## config.mk

```make
export PLATFORM = sky130hd
export DESIGN_NAME = sar_sequencer_flat
export DESIGN_NICKNAME = d
export VERILOG_FILES = /design/src/rtl/sar_pkg.sv /design/src/rtl/sar_sequencer_if.sv /design/src/rtl/sar_counter.sv /design/src/rtl/sar_sequencer.sv /design/src/flat_wrapper.sv
export SDC_FILE = /design/constraint.sdc
export NUM_CORES = 1
export LEC_CHECK = 0
export ABC_AREA = 1
export CAP_MARGIN = 25
export CELL_PAD_IN_SITES_DETAIL_PLACEMENT = 1
export CELL_PAD_IN_SITES_GLOBAL_PLACEMENT = 2
export CORE_MARGIN = 1.5
export CORE_UTILIZATION = 28
export DETAILED_ROUTE_END_ITERATION = 8
export PLACE_DENSITY = 0.75
export SYNTH_ARGS = -nofsm -noshare
export SYNTH_HDL_FRONTEND = slang
export SYNTH_HIERARCHICAL = 1
export SYNTH_SLANG_ARGS = --single-unit
```

## constraint.sdc

```tcl
create_clock -name clk -period 2 [get_ports clk]
set_input_delay 0.4 -clock clk [delete_from_list [all_inputs] [get_ports clk]]
set_output_delay 0.4 -clock clk [all_outputs]
set_load 0.02 [all_outputs]
```

## src/rtl/sar_pkg.sv

```systemverilog
// Shared types and defaults for the SAR sequencer.
// The SETTLE state exists only when SAR_SETTLE_EN is defined.
package sar_pkg;

  localparam int unsigned DefWidth        = 8;
  localparam int unsigned DefSampleCycles = 2;

  typedef enum logic [2:0] {
    StIdle,
    StSample,
`ifdef SAR_SETTLE_EN
    StSettle,
`endif
    StTrial,
    StDone
  } sar_state_e;

  // One counter serves both sample timing and the bit index, so size it for the larger.
  function automatic int unsigned cnt_width(input int unsigned width,
                                            input int unsigned sample_cycles);
    return $clog2((width > sample_cycles) ? width : sample_cycles);
  endfunction

endpackage

```

## src/rtl/sar_sequencer_if.sv

```systemverilog
// Control/data bundle between the SAR sequencer (master) and the analog front end (slave).
interface sar_sequencer_if #(
  parameter int unsigned WIDTH = 8
);
  logic             start;
  logic             abort;
  logic             comp_in;
  logic             sample;
  logic             busy;
  logic [WIDTH-1:0] dac_code;
  logic [WIDTH-1:0] bit_en;
  logic [WIDTH-1:0] result;
  logic             result_valid;

  modport master (
    input  start, abort, comp_in,
    output sample, busy, dac_code, bit_en, result, result_valid
  );

  modport slave (
    output start, abort, comp_in,
    input  sample, busy, dac_code, bit_en, result, result_valid
  );
endinterface

```

## src/rtl/sar_counter.sv

```systemverilog
// Loadable down-counter with terminal-count flag; times the sample phase and holds the bit index.
module sar_counter #(
  parameter int unsigned    CntW   = 3,
  parameter logic [CntW-1:0] RstVal = '0
) (
  input  logic            clk,
  input  logic            reset,
  input  logic            load,
  input  logic [CntW-1:0] load_val,
  input  logic            dec,
  output logic [CntW-1:0] count,
  output logic            tc
);

  always_ff @(posedge clk or posedge reset) begin
    if (reset) begin
      count <= RstVal;
    end else if (load) begin
      count <= load_val;
    end else if (dec) begin
      count <= count - CntW'(1);
    end
  end

  assign tc = (count == '0);

endmodule

```

## src/rtl/sar_sequencer.sv

```systemverilog
// Successive-approximation sequencer: sample phase, MSB-first bit trials, one-cycle result strobe.
// Define SAR_SETTLE_EN to insert a SETTLE cycle ahead of every TRIAL cycle.
module sar_sequencer
  import sar_pkg::*;
#(
  parameter int unsigned WIDTH         = DefWidth,
  parameter int unsigned SAMPLE_CYCLES = DefSampleCycles
) (
  input logic             clk,
  input logic             reset,
  sar_sequencer_if.master bus
);

  localparam int unsigned     CntW     = cnt_width(WIDTH, SAMPLE_CYCLES);
  localparam logic [CntW-1:0] KTop     = CntW'(WIDTH - 1);
  localparam logic [CntW-1:0] SampLoad = CntW'(SAMPLE_CYCLES - 1);
`ifdef SAR_SETTLE_EN
  localparam sar_state_e StBitStart = StSettle;
`else
  localparam sar_state_e StBitStart = StTrial;
`endif

  sar_state_e       state_q, state_d;
  logic [WIDTH-1:0] code_q, code_d;
  logic [WIDTH-1:0] result_q, result_d;
  logic             cnt_load, cnt_dec, cnt_tc;
  logic [CntW-1:0]  cnt_val, cnt;
  logic [WIDTH-1:0] mask;
  logic             in_bit;

  sar_counter #(
    .CntW   (CntW),
    .RstVal (KTop)
  ) u_cnt (
    .clk      (clk),
    .reset    (reset),
    .load     (cnt_load),
    .load_val (cnt_val),
    .dec      (cnt_dec),
    .count    (cnt),
    .tc       (cnt_tc)
  );

  assign mask = {{(WIDTH-1){1'b0}}, 1'b1} << cnt;

`ifdef SAR_SETTLE_EN
  assign in_bit = (state_q == StTrial) || (state_q == StSettle);
`else
  assign in_bit = (state_q == StTrial);
`endif

  always_comb begin
    state_d  = state_q;
    code_d   = code_q;
    result_d = result_q;
    cnt_load = 1'b0;
    cnt_val  = KTop;
    cnt_dec  = 1'b0;
    case (state_q)
      StIdle: begin
        if (bus.start) begin
          state_d  = StSample;
          code_d   = '0;
          cnt_load = 1'b1;
          cnt_val  = SampLoad;
        end
      end
      StSample: begin
        if (bus.abort) begin
          state_d  = StIdle;
          cnt_load = 1'b1;
        end else if (cnt_tc) begin
          state_d  = StBitStart;
          cnt_load = 1'b1;
        end else begin
          cnt_dec = 1'b1;
        end
      end
`ifdef SAR_SETTLE_EN
      StSettle: begin
        if (bus.abort) begin
          state_d  = StIdle;
          cnt_load = 1'b1;
        end else begin
          state_d = StTrial;
        end
      end
`endif
      StTrial: begin
        if (bus.abort) begin
          state_d  = StIdle;
          cnt_load = 1'b1;
        end else begin
          // Bit k of code_q is still clear here, so OR-ing the decision in resolves it.
          code_d = code_q | (bus.comp_in ? mask : '0);
          if (cnt_tc) begin
            state_d  = StDone;
            result_d = code_d;
            cnt_load = 1'b1;
          end else begin
            state_d = StBitStart;
            cnt_dec = 1'b1;
          end
        end
      end
      StDone:  state_d = StIdle;
      default: state_d = StIdle;
    endcase
  end

  always_ff @(posedge clk or posedge reset) begin
    if (reset) begin
      state_q  <= StIdle;
      code_q   <= '0;
      result_q <= '0;
    end else begin
      state_q  <= state_d;
      code_q   <= code_d;
      result_q <= result_d;
    end
  end

  assign bus.sample       = (state_q == StSample);
  assign bus.busy         = (state_q != StIdle);
  assign bus.bit_en       = in_bit ? mask : '0;
  assign bus.dac_code     = in_bit ? (code_q | mask) : ((state_q == StDone) ? code_q : '0);
  assign bus.result       = result_q;
  assign bus.result_valid = (state_q == StDone);

endmodule

```

## src/flat_wrapper.sv

```systemverilog
// flat-port wrapper written by rule: the top's interface ports become plain ports
module sar_sequencer_flat import sar_pkg::*;
#(
  parameter int unsigned WIDTH         = DefWidth,
  parameter int unsigned SAMPLE_CYCLES = DefSampleCycles
)
  (clk, reset, bus_start, bus_abort, bus_comp_in, bus_sample, bus_busy, bus_dac_code, bus_bit_en, bus_result, bus_result_valid);
  sar_sequencer_if #(.WIDTH(WIDTH)) bus_i ();
  input logic clk;
  input logic reset;
  input wire logic [$bits(bus_i.start)-1:0] bus_start;
  input wire logic [$bits(bus_i.abort)-1:0] bus_abort;
  input wire logic [$bits(bus_i.comp_in)-1:0] bus_comp_in;
  output wire logic [$bits(bus_i.sample)-1:0] bus_sample;
  output wire logic [$bits(bus_i.busy)-1:0] bus_busy;
  output wire logic [$bits(bus_i.dac_code)-1:0] bus_dac_code;
  output wire logic [$bits(bus_i.bit_en)-1:0] bus_bit_en;
  output wire logic [$bits(bus_i.result)-1:0] bus_result;
  output wire logic [$bits(bus_i.result_valid)-1:0] bus_result_valid;
  assign bus_i.start = bus_start;
  assign bus_i.abort = bus_abort;
  assign bus_i.comp_in = bus_comp_in;
  assign bus_sample = bus_i.sample;
  assign bus_busy = bus_i.busy;
  assign bus_dac_code = bus_i.dac_code;
  assign bus_bit_en = bus_i.bit_en;
  assign bus_result = bus_i.result;
  assign bus_result_valid = bus_i.result_valid;
  sar_sequencer #(.WIDTH(WIDTH), .SAMPLE_CYCLES(SAMPLE_CYCLES)) u_core (.clk(clk), .reset(reset), .bus(bus_i));
endmodule
```

Word level (Yosys, flattened, before mapping)
Cells that the tools add are included.
W data, S select, Z words.
{ "totals": {"register_bits": 22, "latch_bits": 0, "ram_bits": 0, "mem_bits_ro": 0, "inputBits": 5, "output_inout_bits": 27, "elab_cells": 48, "n_memories": 0} }
{ "classes": {"n_addsub": 1, "multipliers": 0, "div": 0, "n_lt_le_gt_ge": 0, "eq_ne": 6, "shifts": 1, "n_mux": 24, "n_bitwise": 3, "reduce_logical": 9} }
{ "op_table": {"columns": ["cell", "count"], "rows": [
  ["$mux W8", 6],
  ["$mux W3", 8],
  ["$or A8 B8 Y8", 2],
  ["$pmux W8 S2", 1],
  ["$pmux W3 S3", 1],
  ["$shl A1 B3 Y8 const A", 1],
  ["$mux W1", 7],
  ["$eq A3 B2 Y1 const B", 2],
  ["$logic_not A3 Y1", 2],
  ["$reduce_and A3 Y1", 2],
  ["$ne A2 B2 Y1 const B", 2],
  ["$reduce_bool A2 Y1", 2],
  ["$eq A3 B1 Y1 const B", 1],
  ["$ne A3 B2 Y1 const B", 1],
  ["$reduce_bool A3 Y1", 1],
  ["$sub A3 B1 Y3 const B", 1],
  ["$pmux W1 S2", 1],
  ["$reduce_and A2 Y1", 1],
  ["$reduce_or A2 Y1", 1],
  ["$not A1 Y1", 1]
]} }

Depth between registers and ports, before layout
{ "logic_depth": {"ltp_word": 6, "depth_mapped": 9, "depth_no_buf": 9} }

Hierarchy
The synthesis kept the hierarchy.
{ "modules_own_cells": {"columns": ["module", "n_inst", "cells_each", "area_per_inst_um2", "seq_area_each_um2"], "rows": [
  ["sar_sequencer", 1, 155, 1191.1, 450.4],
  ["sar_counter", 1, 23, 186.4, 78.8]
]} }

Worst setup path after synthesis
No wires, ideal clock.
{ "synth_path": {"kind": "reg2out", "startpoint": "register u_core.state_q[0]", "endpoint": "output port bus_dac_code[1]", "arrival_ns": 1.543, "required_time_ns": 1.600, "path_slack_ns": 0.057, "stages_incl_launch_ff": 7, "path_buffers": 0, "cell_sequence": "dfrtp_1 -> inv_1 -> ha_1 -> inv_2 -> nor2_1 -> nor2_1 -> nor2_1"} }
{ "synth_via": {"elab_chain_cells": 3, "word_cells_on_any_way": 4, "cone_classes": "eq/ne (2); mux (2)"} }
{ "synth_rtl": {"columns": ["element", "line_no", "rtl"], "rows": [
  ["start, declared", "sar_sequencer.sv:23", "sar_state_e state_q, state_d;"],
  ["start signal, assigned", "sar_sequencer.sv:113", "state_q <= StIdle;"],
  ["start signal, assigned", "sar_sequencer.sv:117", "state_q <= state_d;"],
  ["$eq A3 B2 Y1", "sar_sequencer.sv:126", "assign bus.dac_code = in_bit ? (code_q | mask) : ((state_q == StDone) ? code_q : '0);"],
  ["$mux W8", "sar_sequencer.sv:126", null],
  ["$mux W8 *", "sar_sequencer.sv:126", null],
  ["end, declared", "flat_wrapper.sv:16", "output wire logic [$bits(bus_i.dac_code)-1:0] bus_dac_code;"]
]} }
Every way passes the cells marked *; elsewhere a longest branch is shown, timed or not.

Final worst setup path
{ "layout_path": {"startpoint": "register u_core.u_cnt.count[0]", "endpoint": "output port bus_bit_en[7]"} }
{ "layout_via": {"elab_chain_cells": 2} }
{ "layout_rtl": {"columns": ["element", "line_no", "rtl"], "rows": [
  ["start, declared", "sar_counter.sv:11", "output logic [CntW-1:0] count,"],
  ["start signal, assigned", "sar_counter.sv:17", "count <= RstVal;"],
  ["start signal, assigned", "sar_counter.sv:19", "count <= load_val;"],
  ["start signal, assigned", "sar_counter.sv:21", "count <= count - CntW'(1);"],
  ["$shl A1 B3 Y8", "sar_sequencer.sv:44", "assign mask = {{(WIDTH-1){1'b0}}, 1'b1} << cnt;"],
  ["$mux W8", "sar_sequencer.sv:125", "assign bus.bit_en = in_bit ? mask : '0;"],
  ["end, declared", "flat_wrapper.sv:17", "output wire logic [$bits(bus_i.bit_en)-1:0] bus_bit_en;"]
]} }
No other way between the ends.

==> impl_metrics.csv <==
group,metric,value,unit
status,status,"complete, no violations",
floorplan,io_pins,32,
final_layout,nFillCells,592,
setup_path,cp_max_fo,6,
run,drv_cap,0,
detailed_routing,viasPerCell,4.34,
timing,setup_viol,0,
synthesis,yosysWarnings,6,
detailed_routing,route.detailed.wl_per_inst,13.7,um
timing,hold_ws,0.482,ns
timing,rsz0062_at_grt,"true",
clocking,cts_tree,"yes",
global_route,grt_pass1_wl,7140,um
setup_path,crit_path_end_kind,"output pin",
setup_path,worst-setup-path-type,"register to output pin",
floorplan,core-area,4720,um^2
detailed_routing,first_pass_iters,3,
detailed_routing,via_count,1314,
placed_design,place_inst,295,
clocking,numCtsBuffers,3,
floorplan,dieArea,5350,um^2
final_layout,layout.nets,250,
timing,finalClockSkew,0.00177,ns
placed_design,hpwl,3170,um
synthesis,syn-num-nets,191,
synthesis,seq_area_frac_synth,38.4,%
floorplan,die_h,73.1,um
clocking,clkLatencyLatePin,0.26,ns
final_layout,fin_util,42.9,%
detailed_routing,antenna_left,0,
setup_path,critPathLaunchType,"register",
power,finalPower,2.46,mW
placed_design,dpl_cell_area,1920,um^2
timing,hold_violations,0,
clocking,cts-root-buf,"clkbuf_8",
setup_path,crit_chain,"nand3_1 -> nor2_4 -> buf_4 -> clkdlybuf4s15_2",
clocking,clk_path_buf_depth,2,
hold_path,hold_path_class,"register to register",
synthesis,synth.distinct_cells,27,
clocking,clkSinkCount,21,
placed_design,portBuffers,31,
detailed_routing,drt-initial-drc-count,37,
timing,finalCriticalPeriod,1.93,ns
final_layout,antenna_cells,0,
floorplan,die_w,73.1,um
power,peakVddDrop,0.000534,V
detailed_routing,drc,0,
clocking,cts_hold_buf,0,
placed_design,gp_congestion,0.814,
final_layout,area_growth,47.1,%
setup_path,slowest_stage,"dfstp_2",
global_route,grt_pass1_vias,1451,
global_route,grt_max_degree,19,
setup_path,critical-path-max-stage-delay,0.61,ns
detailed_routing,drt-total-wl,4150,um
setup_path,arrival,1.53,ns
timing,final_max_slew_viol_count,0,
synthesis,synthesis.area,1380,um^2
synthesis,syn_avg_cell_area,7.74,um^2
timing,fmax,0.518,GHz
synthesis,postSynthCellCount,178,
power,leakagePower,1.04,nW
clocking,clkTransAtPathRegs,0.08,ns
floorplan,num_rows,25,
synthesis,ys_ff_latch,21,
setup_path,worstPathRequired,1.60,ns
clocking,htreeDepth,1,
timing,fin_crit_sh,96.6,%
final_layout,instances_no_fill,303,
global_route,grt_usage,17.6,%
final_layout,finalInstanceArea,2030,um^2
global_route,gr-total-overflow,0,
global_route,antenna_found_initial,0,
power,power.density,1210,nW/um^2
floorplan,initial_utilization,29.2,%
final_layout,drive_above_1_share,33.1,%
==> metal layers <==
metal	global-route usage [%]	up-vias	share of wire, %
met5	0	-	0
met4	6.50	0	2.0
met3	2.49	7	2.9
met2	29.1	28	47
met1	23.1	607	48
li1	-	672	-
==> layout make-up <==
cell class | instances | area, um^2 | area share, %
timing repair buffer | 58 | 480 | 23.7
multi-input combinational | 127 | 779 | 38.5
tap | 67 | 83.8 | 4.14
sequential | 21 | 529 | 26.1
inverter | 26 | 108 | 5.31
clock buffer | 3 | 41.3 | 2.04
clock inverter | 1 | 5.00 | 0.247
==> cell usage after synthesis <==
cell	number	area (um^2)
a21boi_1	5	37.5
a21oi_1	2	10.0
buf_4	1	7.51
buf_6	3	33.8
conb_1	1	3.75
dfrtp_1	18	450
dfstp_2	3	78.8
ha_1	8	100
inv_1	20	75.1
inv_2	4	15.0
inv_4	1	6.26
inv_6	1	8.76
nand2_1	54	203
nand2_2	2	12.5
nand2_4	1	11.3
nand3_1	13	65.1
nand3_4	2	35.0
nand3b_1	4	30.0
nand4_1	3	18.8
nor2_1	17	63.8
nor2_2	1	6.26
nor2_8	1	20.0
nor3b_1	1	7.51
o21a_1	5	37.5
o21ai_0	4	20.0
o21ai_1	1	5.00
o21bai_1	2	15.0
==> final timing paths <==
path / startpoint / to / slack, ns / cells past startpoint
setup reg to reg: u_core/u_cnt/count[0] / u_core/u_cnt/count[1] / 0.13 / 9
hold reg to reg: u_core/bus.result[6] / u_core/bus.result[6] / 0.48 / 2
min in group asynchronous: reset / u_core/state_q[1] / 0.50 / 3
max in group asynchronous: reset / u_core/code_q[1] / 1.27 / 3
hold / removal: u_core/bus.result[6] / u_core/bus.result[6] / 0.48 / 2
setup / recovery: u_core/u_cnt/count[0] / bus_bit_en[7] / 0.07 / 4
==> cell families (layout without fill, tap and decap cells) <==
group | count (synthesis) | count (layout) | synth area share, %
buf+inv | 30 | 88 | 10.6
flops | 21 | 21 | 38.4
other cells | 1 | 1 | 0.272
compound gates | 19 | 19 | 9.08
simple gates | 99 | 99 | 34.3
fa+ha+maj | 8 | 8 | 7.27
==> state kept, by name (all words and copies together), names as in the netlist <==
signal and cells:
u_core/code_q 8, u_core/bus.result 8, u_core/state_q 2, u_core/u_cnt/count 3
==> metrics by stage <==
step | TNS (ns) | setup slack (ns)
6_report | 0 | 0.0682
5_1_grt | -0.0366 | -0.0203
4_1_cts | -0.174 | -0.0527
3_5_place_dp | -0.758 | -0.0871
3_3_place_gp | -0.331 | -0.0604
2_1_floorplan | 0 | 0.0574
==> placed cells by master, fill, tap and decap left out, types with 3 or more instances in the layout <==
cell type,netlist,layout
buf_4,1,24
nand2_1,54,53
clkbuf_8,0,3
buf_6,3,3
nor2_2,1,6
nand2_2,2,3
inv_1,20,18
dfrtp_1,18,18
nand4_1,3,3
clkdlybuf4s15_1,0,3
nand3b_1,4,4
dfstp_2,3,3
buf_2,0,9
o21ai_0,4,3
ha_1,8,6
a21boi_1,5,5
nor2_1,17,8
nor2_4,0,4
o21a_1,5,5
nand3_1,13,11
clkdlybuf4s50_1,0,12
inv_2,4,5
==> critical path, delay by kind of cell (launching register included) <==
kind	cells	cell delay [ns]
AND/OR/NAND/NOR	2	0.30
flip-flops	1	0.61
buffers and inverters	2	0.35
==> power breakdown <==
part / internal, mW / total, mW / switching [mW] / leakage [nW]
clock network: 0.139 / 0.287 / 0.148 / 0.0255
logic: 0.678 / 1.54 / 0.865 / 0.738
registers: 0.535 / 0.627 / 0.0922 / 0.280
total: 1.35 / 2.46 / 1.11 / 1.04
==> repair_timing <==
item | 4_1_cts | 5_1_grt
resized for setup | 56 | 31
pin swaps | 0 | 1
cloned | 0 | 0
buffers inserted | 3 | 1
endpoints found under the setup margin | 22 | 23
(Power assumes the default switching activity.)
